[src/rtl/if_axi_rd_if.sv]
// Bundle of fetch-side request/response and AXI read-channel signals for if_axi_rd.
// The master modport is the bridge's view; the slave modport is the fetch stage plus memory side.
interface if_axi_rd_if #(
  parameter int unsigned ADDR_W = 64,
  parameter int unsigned DATA_W = 64
);
  logic              if_valid;
  logic              if_req;
  logic [ADDR_W-1:0] if_addr;
  logic [1:0]        if_size;
  logic              if_ready;
  logic [DATA_W-1:0] if_data_read;
  logic [1:0]        if_resp;

  logic              ar_valid;
  logic              ar_ready;
  logic [ADDR_W-1:0] ar_addr;
  logic [3:0]        ar_id;
  logic [7:0]        ar_len;
  logic [2:0]        ar_size;
  logic [1:0]        ar_burst;
  logic [2:0]        ar_prot;

  logic              r_valid;
  logic              r_ready;
  logic [DATA_W-1:0] r_data;
  logic [1:0]        r_resp;
  logic              r_last;
  logic [3:0]        r_id;

  modport master (
    input  if_valid, if_req, if_addr, if_size,
    output if_ready, if_data_read, if_resp,
    output ar_valid, ar_addr, ar_id, ar_len, ar_size, ar_burst, ar_prot,
    input  ar_ready,
    input  r_valid, r_data, r_resp, r_last, r_id,
    output r_ready
  );

  modport slave (
    output if_valid, if_req, if_addr, if_size,
    input  if_ready, if_data_read, if_resp,
    input  ar_valid, ar_addr, ar_id, ar_len, ar_size, ar_burst, ar_prot,
    output ar_ready,
    output r_valid, r_data, r_resp, r_last, r_id,
    input  r_ready
  );
endinterface

[src/rtl/if_axi_rd.sv]
// Instruction-fetch to AXI read bridge: one single-beat read at a time, IDLE -> AR -> R -> DONE.
// All outputs come from registers; the 32-bit word selected by address bit 2 lands in if_data_read[31:0].
module if_axi_rd #(
  parameter int unsigned ADDR_W = 64,
  parameter int unsigned DATA_W = 64,
  parameter logic [3:0]  AXI_ID = 4'h0
) (
  input  logic        clk,
  input  logic        rst,
  if_axi_rd_if.master bus
);

  typedef enum logic [1:0] {
    IDLE = 2'd0,
    AR   = 2'd1,
    R    = 2'd2,
    DONE = 2'd3
  } state_e;

  state_e            state_q;
  logic [ADDR_W-1:0] addr_q;
  logic [1:0]        size_q;
  logic              ar_valid_q;
  logic              r_ready_q;
  logic              if_ready_q;
  logic [DATA_W-1:0] data_q;
  logic [1:0]        resp_q;
  logic [31:0]       word_d;

  // r_last and r_id never influence completion; the first beat ends the fetch.
  logic unused_rsig;
  assign unused_rsig = ^{bus.r_last, bus.r_id};

  always_comb begin
    word_d = bus.r_data[31:0];
    if (addr_q[2]) word_d = bus.r_data[63:32];
  end

  always_ff @(posedge clk) begin
    if (!rst) begin
      state_q    <= IDLE;
      addr_q     <= '0;
      size_q     <= '0;
      ar_valid_q <= 1'b0;
      r_ready_q  <= 1'b0;
      if_ready_q <= 1'b0;
      data_q     <= '0;
      resp_q     <= '0;
    end else begin
      if_ready_q <= 1'b0;
      case (state_q)
        IDLE: begin
          if (bus.if_valid && !bus.if_req) begin
            addr_q     <= bus.if_addr;
            size_q     <= bus.if_size;
            ar_valid_q <= 1'b1;
            state_q    <= AR;
          end
        end
        AR: begin
          if (bus.ar_ready) begin
            ar_valid_q <= 1'b0;
            r_ready_q  <= 1'b1;
            state_q    <= R;
          end
        end
        R: begin
          if (bus.r_valid) begin
            r_ready_q  <= 1'b0;
            data_q     <= {{(DATA_W-32){1'b0}}, word_d};
            resp_q     <= bus.r_resp;
            if_ready_q <= 1'b1;
            state_q    <= DONE;
          end
        end
        DONE: begin
          state_q <= IDLE;
        end
        default: begin
          state_q <= IDLE;
        end
      endcase
    end
  end

  assign bus.ar_valid     = ar_valid_q;
  assign bus.ar_addr      = addr_q;
  assign bus.ar_size      = {1'b0, size_q};
  assign bus.ar_len       = 8'h00;
  assign bus.ar_burst     = 2'b01;
  assign bus.ar_prot      = 3'b100;
  assign bus.ar_id        = AXI_ID;
  assign bus.r_ready      = r_ready_q;
  assign bus.if_ready     = if_ready_q;
  assign bus.if_data_read = data_q;
  assign bus.if_resp      = resp_q;

endmodule

[src/flat_wrapper.sv]
// flat-port wrapper written by rule: the top's interface ports become plain ports
module if_axi_rd_flat 
#(
  parameter int unsigned ADDR_W = 64,
  parameter int unsigned DATA_W = 64,
  parameter logic [3:0]  AXI_ID = 4'h0
)
  (clk, rst, bus_if_valid, bus_if_req, bus_if_addr, bus_if_size, bus_if_ready, bus_if_data_read, bus_if_resp, bus_ar_valid, bus_ar_addr, bus_ar_id, bus_ar_len, bus_ar_size, bus_ar_burst, bus_ar_prot, bus_ar_ready, bus_r_valid, bus_r_data, bus_r_resp, bus_r_last, bus_r_id, bus_r_ready);
  if_axi_rd_if #(.ADDR_W(ADDR_W), .DATA_W(DATA_W)) bus_i ();
  input  logic clk;
  input  logic rst;
  input wire logic [$bits(bus_i.if_valid)-1:0] bus_if_valid;
  input wire logic [$bits(bus_i.if_req)-1:0] bus_if_req;
  input wire logic [$bits(bus_i.if_addr)-1:0] bus_if_addr;
  input wire logic [$bits(bus_i.if_size)-1:0] bus_if_size;
  output wire logic [$bits(bus_i.if_ready)-1:0] bus_if_ready;
  output wire logic [$bits(bus_i.if_data_read)-1:0] bus_if_data_read;
  output wire logic [$bits(bus_i.if_resp)-1:0] bus_if_resp;
  output wire logic [$bits(bus_i.ar_valid)-1:0] bus_ar_valid;
  output wire logic [$bits(bus_i.ar_addr)-1:0] bus_ar_addr;
  output wire logic [$bits(bus_i.ar_id)-1:0] bus_ar_id;
  output wire logic [$bits(bus_i.ar_len)-1:0] bus_ar_len;
  output wire logic [$bits(bus_i.ar_size)-1:0] bus_ar_size;
  output wire logic [$bits(bus_i.ar_burst)-1:0] bus_ar_burst;
  output wire logic [$bits(bus_i.ar_prot)-1:0] bus_ar_prot;
  input wire logic [$bits(bus_i.ar_ready)-1:0] bus_ar_ready;
  input wire logic [$bits(bus_i.r_valid)-1:0] bus_r_valid;
  input wire logic [$bits(bus_i.r_data)-1:0] bus_r_data;
  input wire logic [$bits(bus_i.r_resp)-1:0] bus_r_resp;
  input wire logic [$bits(bus_i.r_last)-1:0] bus_r_last;
  input wire logic [$bits(bus_i.r_id)-1:0] bus_r_id;
  output wire logic [$bits(bus_i.r_ready)-1:0] bus_r_ready;
  assign bus_i.if_valid = bus_if_valid;
  assign bus_i.if_req = bus_if_req;
  assign bus_i.if_addr = bus_if_addr;
  assign bus_i.if_size = bus_if_size;
  assign bus_if_ready = bus_i.if_ready;
  assign bus_if_data_read = bus_i.if_data_read;
  assign bus_if_resp = bus_i.if_resp;
  assign bus_ar_valid = bus_i.ar_valid;
  assign bus_ar_addr = bus_i.ar_addr;
  assign bus_ar_id = bus_i.ar_id;
  assign bus_ar_len = bus_i.ar_len;
  assign bus_ar_size = bus_i.ar_size;
  assign bus_ar_burst = bus_i.ar_burst;
  assign bus_ar_prot = bus_i.ar_prot;
  assign bus_i.ar_ready = bus_ar_ready;
  assign bus_i.r_valid = bus_r_valid;
  assign bus_i.r_data = bus_r_data;
  assign bus_i.r_resp = bus_r_resp;
  assign bus_i.r_last = bus_r_last;
  assign bus_i.r_id = bus_r_id;
  assign bus_r_ready = bus_i.r_ready;
  if_axi_rd #(.ADDR_W(ADDR_W), .DATA_W(DATA_W), .AXI_ID(AXI_ID)) u_core (.clk(clk), .rst(rst), .bus(bus_i));
endmodule
[config.mk]
export PLATFORM = sky130hd
export DESIGN_NAME = if_axi_rd_flat
export DESIGN_NICKNAME = d
export VERILOG_FILES = /design/src/rtl/if_axi_rd_if.sv /design/src/rtl/if_axi_rd.sv /design/src/flat_wrapper.sv
export SDC_FILE = /design/constraint.sdc
export NUM_CORES = 1
export LEC_CHECK = 0
export ABC_AREA = 1
export CAP_MARGIN = 5
export CELL_PAD_IN_SITES_DETAIL_PLACEMENT = 1
export CELL_PAD_IN_SITES_GLOBAL_PLACEMENT = 2
export CORE_ASPECT_RATIO = 2
export CORE_MARGIN = 2
export CORE_UTILIZATION = 21
export CTS_BUF_LIST = sky130_fd_sc_hd__clkbuf_2 sky130_fd_sc_hd__clkbuf_4 sky130_fd_sc_hd__clkbuf_8
export DETAILED_ROUTE_END_ITERATION = 8
export GPL_TIMING_DRIVEN = 0
export PLACE_DENSITY_LB_ADDON = 0.1
export SLEW_MARGIN = 5
export SYNTH_ARGS = -nofsm -noshare
export SYNTH_HDL_FRONTEND = slang
export SYNTH_SLANG_ARGS = --single-unit
[constraint.sdc]
create_clock -name clk -period 2.38 [get_ports clk]
set_clock_uncertainty 0.15 [all_clocks]
set_input_delay 0.476 -clock clk [delete_from_list [all_inputs] [get_ports clk]]
set_output_delay 0.476 -clock clk [all_outputs]
set_load 0.01 [all_outputs]
# Word-level counts from Yosys, hierarchy flattened
# Index checks and enable logic that the tools add are counted.
[op_classes] reduce_logical=11 muxes=12 eq_ne=6
[ops] op="32-bit two-way mux" count=1
[ops] op="3-bit AND reduction" count=3
[ops] op="2-bit case mux with 4 select lines" count=1
[ops] op="2-bit two-way mux" count=3
[ops] op="2-bit AND reduction" count=3
[ops] op="1-bit two-way mux" count=5
[ops] op="2-bit == test, second input constant" count=2
[ops] op="2-bit inequality test, second input constant" count=2
[ops] op="1-bit case mux with 2 select lines" count=2
[ops] op="2-bit nonzero test" count=2
[ops] op="2-bit by 1-bit == test with 1-bit output, second input constant" count=1
[ops] op="2-bit logical NOT" count=1
[ops] op="2-bit by 1-bit inequality test with 1-bit output, second input constant" count=1
[ops] op="1-bit logical AND" count=1
[ops] op="1-bit logical NOT" count=1
[totals] inputBits=143 wordCells=37 output_inout_bits=153 regBits=105

# Longest topological paths before layout
[depth] ltp_word=4 mapped_depth=9 depth_no_buf=8

# Least setup slack after synthesis
# Ideal clock, no wire load.
[synth_timing] path_type="register -> register" from="register u_core.state_q[0]" to="register u_core.data_q[26] (netlist: u_core.bus.if_data_read[26])" path_buffers=2 setup_ns=0.116 path_slack_ns=0.895 required_ns=2.114 period_less_slack_ns=1.485 stages_incl_launch_ff=9 arrival_ns=1.219 path_cell_list="dfxtp_1 -> inv_1 -> ha_1 -> nand2_2 -> inv_2 -> buf_6 -> buf_6 -> o211ai_1 -> inv_1"
[synth_via] elab_chain_len=2
[synth_lines] item="start: declaration" line="if_axi_rd.sv:20" rtl="state_e state_q;"
[synth_lines] item="start signal: assignment" line="if_axi_rd.sv:41" rtl="state_q <= IDLE;"
[synth_lines] item="start signal: assignment" line="if_axi_rd.sv:57" rtl="state_q <= AR;"
[synth_lines] item="start signal: assignment" line="if_axi_rd.sv:64" rtl="state_q <= R;"
[synth_lines] item="2-bit == test" line="if_axi_rd.sv:51" rtl="case (state_q)"
[synth_lines] item="2-bit AND reduction (no line)"
[synth_lines] item="end signal: assignment" line="if_axi_rd.sv:70" rtl="data_q <= {{(DATA_W-32){1'b0}}, word_d};"
[synth_lines] item="end: declaration" line="if_axi_rd.sv:26" rtl="logic [DATA_W-1:0] data_q;"
# No other way between the ends.
# A chain may end at the register's enable or synchronous reset.

# Worst setup path after layout
[layout_timing] from="register u_core.addr_q[32] (netlist: u_core.bus.ar_addr[32])" to="output port bus_ar_addr[32]"
[layout_rtl] item="start: declaration" line="if_axi_rd.sv:21" rtl="logic [ADDR_W-1:0] addr_q;"
[layout_rtl] item="start signal: assignment" line="if_axi_rd.sv:54" rtl="addr_q <= bus.if_addr;"
[layout_rtl] item="end: declaration" line="flat_wrapper.sv:20" rtl="output wire logic [$bits(bus_i.ar_addr)-1:0] bus_ar_addr;"
# No word-level cell between the ends.

==> impl_metrics.env <==
export IMPL_start_util_pct=21.4
export IMPL_hold_viol_final=0
export IMPL_drv_cap=0
export IMPL_dp_hpwl_um=15500
export IMPL_ctsHoldBuffers=0
export IMPL_n_antenna_cell=0
export IMPL_hold_end="u_core.bus.ar_addr[42]"
export IMPL_yosysTopAreaCellShare_pct=43.4
export IMPL_path_class="reg2out"
export IMPL_startpoint_type="flip-flop"
export IMPL_max_freq_mhz=504
export IMPL_port_buffers=239
export IMPL_ys_types=20
export IMPL_vias=4829
export IMPL_fin_crit_ps=1990
export IMPL_rsz0062_at_grt="false"
export IMPL_finalWorstSetupSlack_ps=394
export IMPL_grt_pass1_vias=5332
export IMPL_drive_gt1_share_pct=13.7
export IMPL_io_pins=296
export IMPL_worstHoldPathCells=3
export IMPL_post_cts_buffers=0
export IMPL_synth_top_area_cell="dfxtp_1"
export IMPL_pre_cts_ws_ps=181
export IMPL_cts_resized=0
export IMPL_min_delay_start="rst"
export IMPL_die_w_um=111
export IMPL_cp_arrival_ps=1360
export IMPL_synthesis_area_um2=4840
export IMPL_min_period_over_period_pct=83.4
export IMPL_grt_max_degree=17
export IMPL_timing_rr_end="u_core.bus.ar_addr[2]"
export IMPL_cp_required_ps=1750
export IMPL_reg2reg_depth=6
export IMPL_ys_top_cells_by_area="dfxtp_1 43%, buf_4 8.5%, inv_1 8.3%"
export IMPL_hold_path_class="in2reg"
export IMPL_insertion_delay_ps=400
export IMPL_finalWirelength_um=18800
export IMPL_fin_setup_tns_ps=0
export IMPL_cts_root_buffer="clkbuf_8"
export IMPL_die_height_um=219
export IMPL_ir_drop_uv=231
export IMPL_r2r_slack_ps=560
export IMPL_yosys_warnings=0
export IMPL_track_usage_pct=15.2
export IMPL_worstReg2RegStart="u_core.state_q[1]"
export IMPL_place_congestion=0.788
export IMPL_slew_viol_final=0
export IMPL_die_area_um2=24300
export IMPL_cts_buffer_depth=2
export IMPL_p_per_area_nw_per_um2=734
export IMPL_p_leak_nw=3.38
export IMPL_finalNetCount=1050
export IMPL_ys_seq_area_share_pct=43.4
export IMPL_wl_per_cell_um=15.8
export IMPL_worst_path_max_fanout=2
export IMPL_fillerInstances=2788
export IMPL_path_clk_slew_ps=110
export IMPL_crit_slowest_cell="clkdlybuf4s50_1"
export IMPL_ant_nets=0
export IMPL_syn_area_per_cell_um2=8.01
export IMPL_rows=78
export IMPL_drt_iter0_drc=117
export IMPL_setup_violations=0
export IMPL_ys_ff_latch=105
export IMPL_max_stage_delay_ps=600
export IMPL_postSynthCellCount=604
export IMPL_first_pass_iters=4
export IMPL_drt_drc_violations_left=0
export IMPL_status="completed"
export IMPL_htree_levels=3
export IMPL_antenna_found_initial=0
export IMPL_cp_end_kind="primary output"
export IMPL_cts_sinks=105
export IMPL_grt_ovfl_total=0
export IMPL_grt_pass1_wl_um=28800
export IMPL_crit_family="buffers and inverters"
export IMPL_crit_chain="clkdlybuf4s50_1"
export IMPL_cts_buffers=9
export IMPL_syn2layout_area_growth_pct=64.9
export IMPL_cts_tree="done"
export IMPL_viasPerCell=4.07
export IMPL_fp_coreArea_um2=22600
export IMPL_critical_path_buf_inv_count=1
[stage by stage]
step           instances  instance area (um^2)  utilization (%)  hold slack [ps]  power (mW)
6_report            1187                  7980             35.2              239        5.85
5_1_grt             1187                  7980             35.2              230        6.28
4_1_cts             1187                  7980             35.2              207        6.00
3_5_place_dp        1171                  7760             34.3              289        4.68
3_3_place_gp        1171                  7760             34.3              281        4.61
2_1_floorplan        652                  5020                -              317        3.46
[cell families after synthesis]
kind of cell             synth area share [%]
buffers and inverters                    22.5
AO/OA/AOI/OAI                            20.9
AND/OR/NAND/NOR                          11.7
flip-flops                               43.4
adder cells (fa/ha/maj)                  1.29
other                                   0.155
[layer usage]
| layer | global-route usage [%] | vias to the layer above | wire length [um] |
|---|---|---|---|
| met5 | 0 | - | 0 |
| met4 | 6.34 | 0 | 417 |
| met3 | 5.60 | 19 | 1590 |
| met2 | 29.7 | 184 | 10600 |
| met1 | 14.0 | 2218 | 6200 |
| li1 | - | 2408 | - |
[state kept, by name, indices dropped and copies added (netlist names)]
name	cells
u_core.bus.if_ready	1
u_core.bus.ar_valid	1
u_core.bus.r_ready	1
u_core.bus.if_resp	2
u_core.state_q	2
u_core.size_q	2
u_core.bus.ar_addr	64
u_core.bus.if_data_read	32
[report_power, final]
part | switching (mW) | internal, mW
Clock | 0.669 | 0.589
Combinational | 1.13 | 1.19
Sequential | 0.187 | 2.09
[cell usage in the layout (no fill, tap or decap), types with 12 or more instances in the layout]
master and n:
dfxtp_1 105, o21ai_0 66, conb_1 50, buf_4 55, inv_1 107, clkdlybuf4s50_1 239, o211ai_2 16, clkbuf_8 12
buf_6 15, nand3_1 25, a21oi_1 68, o211ai_1 16, nand2_1 73, nor2_1 14
[worst max-delay path by stage]
stage	start	end	slack, ps	cells past startpoint
after floorplan	u_core.state_q[0]	u_core.bus.if_data_read[26]	890	8
after global placement	bus_if_valid	u_core.bus.ar_addr[2]	200	5
after detailed placement	bus_if_valid	u_core.bus.ar_addr[2]	180	5
after CTS	u_core.bus.ar_addr[44]	bus_ar_addr[44]	360	1
after global routing	u_core.bus.ar_addr[39]	bus_ar_addr[39]	320	1
final	u_core.bus.ar_addr[32]	bus_ar_addr[32]	390	1
[final cells by class]
class	count	area [um^2]	share of cell area, %
plain buffers	89	678	8.50
clock buffers	13	173	2.16
clock inverters	3	46.3	0.580
inverters	109	409	5.13
multi-input cells	349	1830	22.9
flip-flops and latches	105	2100	26.3
well taps	280	350	4.39
repair buffers	239	2390	30.0
[synth_stat cells]
cell type / n
nor2_1: 14
a21oi_1: 68
inv_2: 2
buf_12: 1
nand3_1: 25
nand3_2: 11
buf_2: 7
buf_4: 55
o211ai_2: 16
clkbuf_1: 11
conb_1: 2
inv_1: 107
o21ai_1: 4
ha_1: 5
nand2_2: 1
buf_6: 15
o21ai_0: 66
nand2_1: 73
o211ai_1: 16
dfxtp_1: 105
[worst min-delay path, cell delays in order]
cell	delay, ps
buf_4	160
o21ai_0	80
a21oi_1	40
No activity file was read; power rests on OpenSTA's default activity.
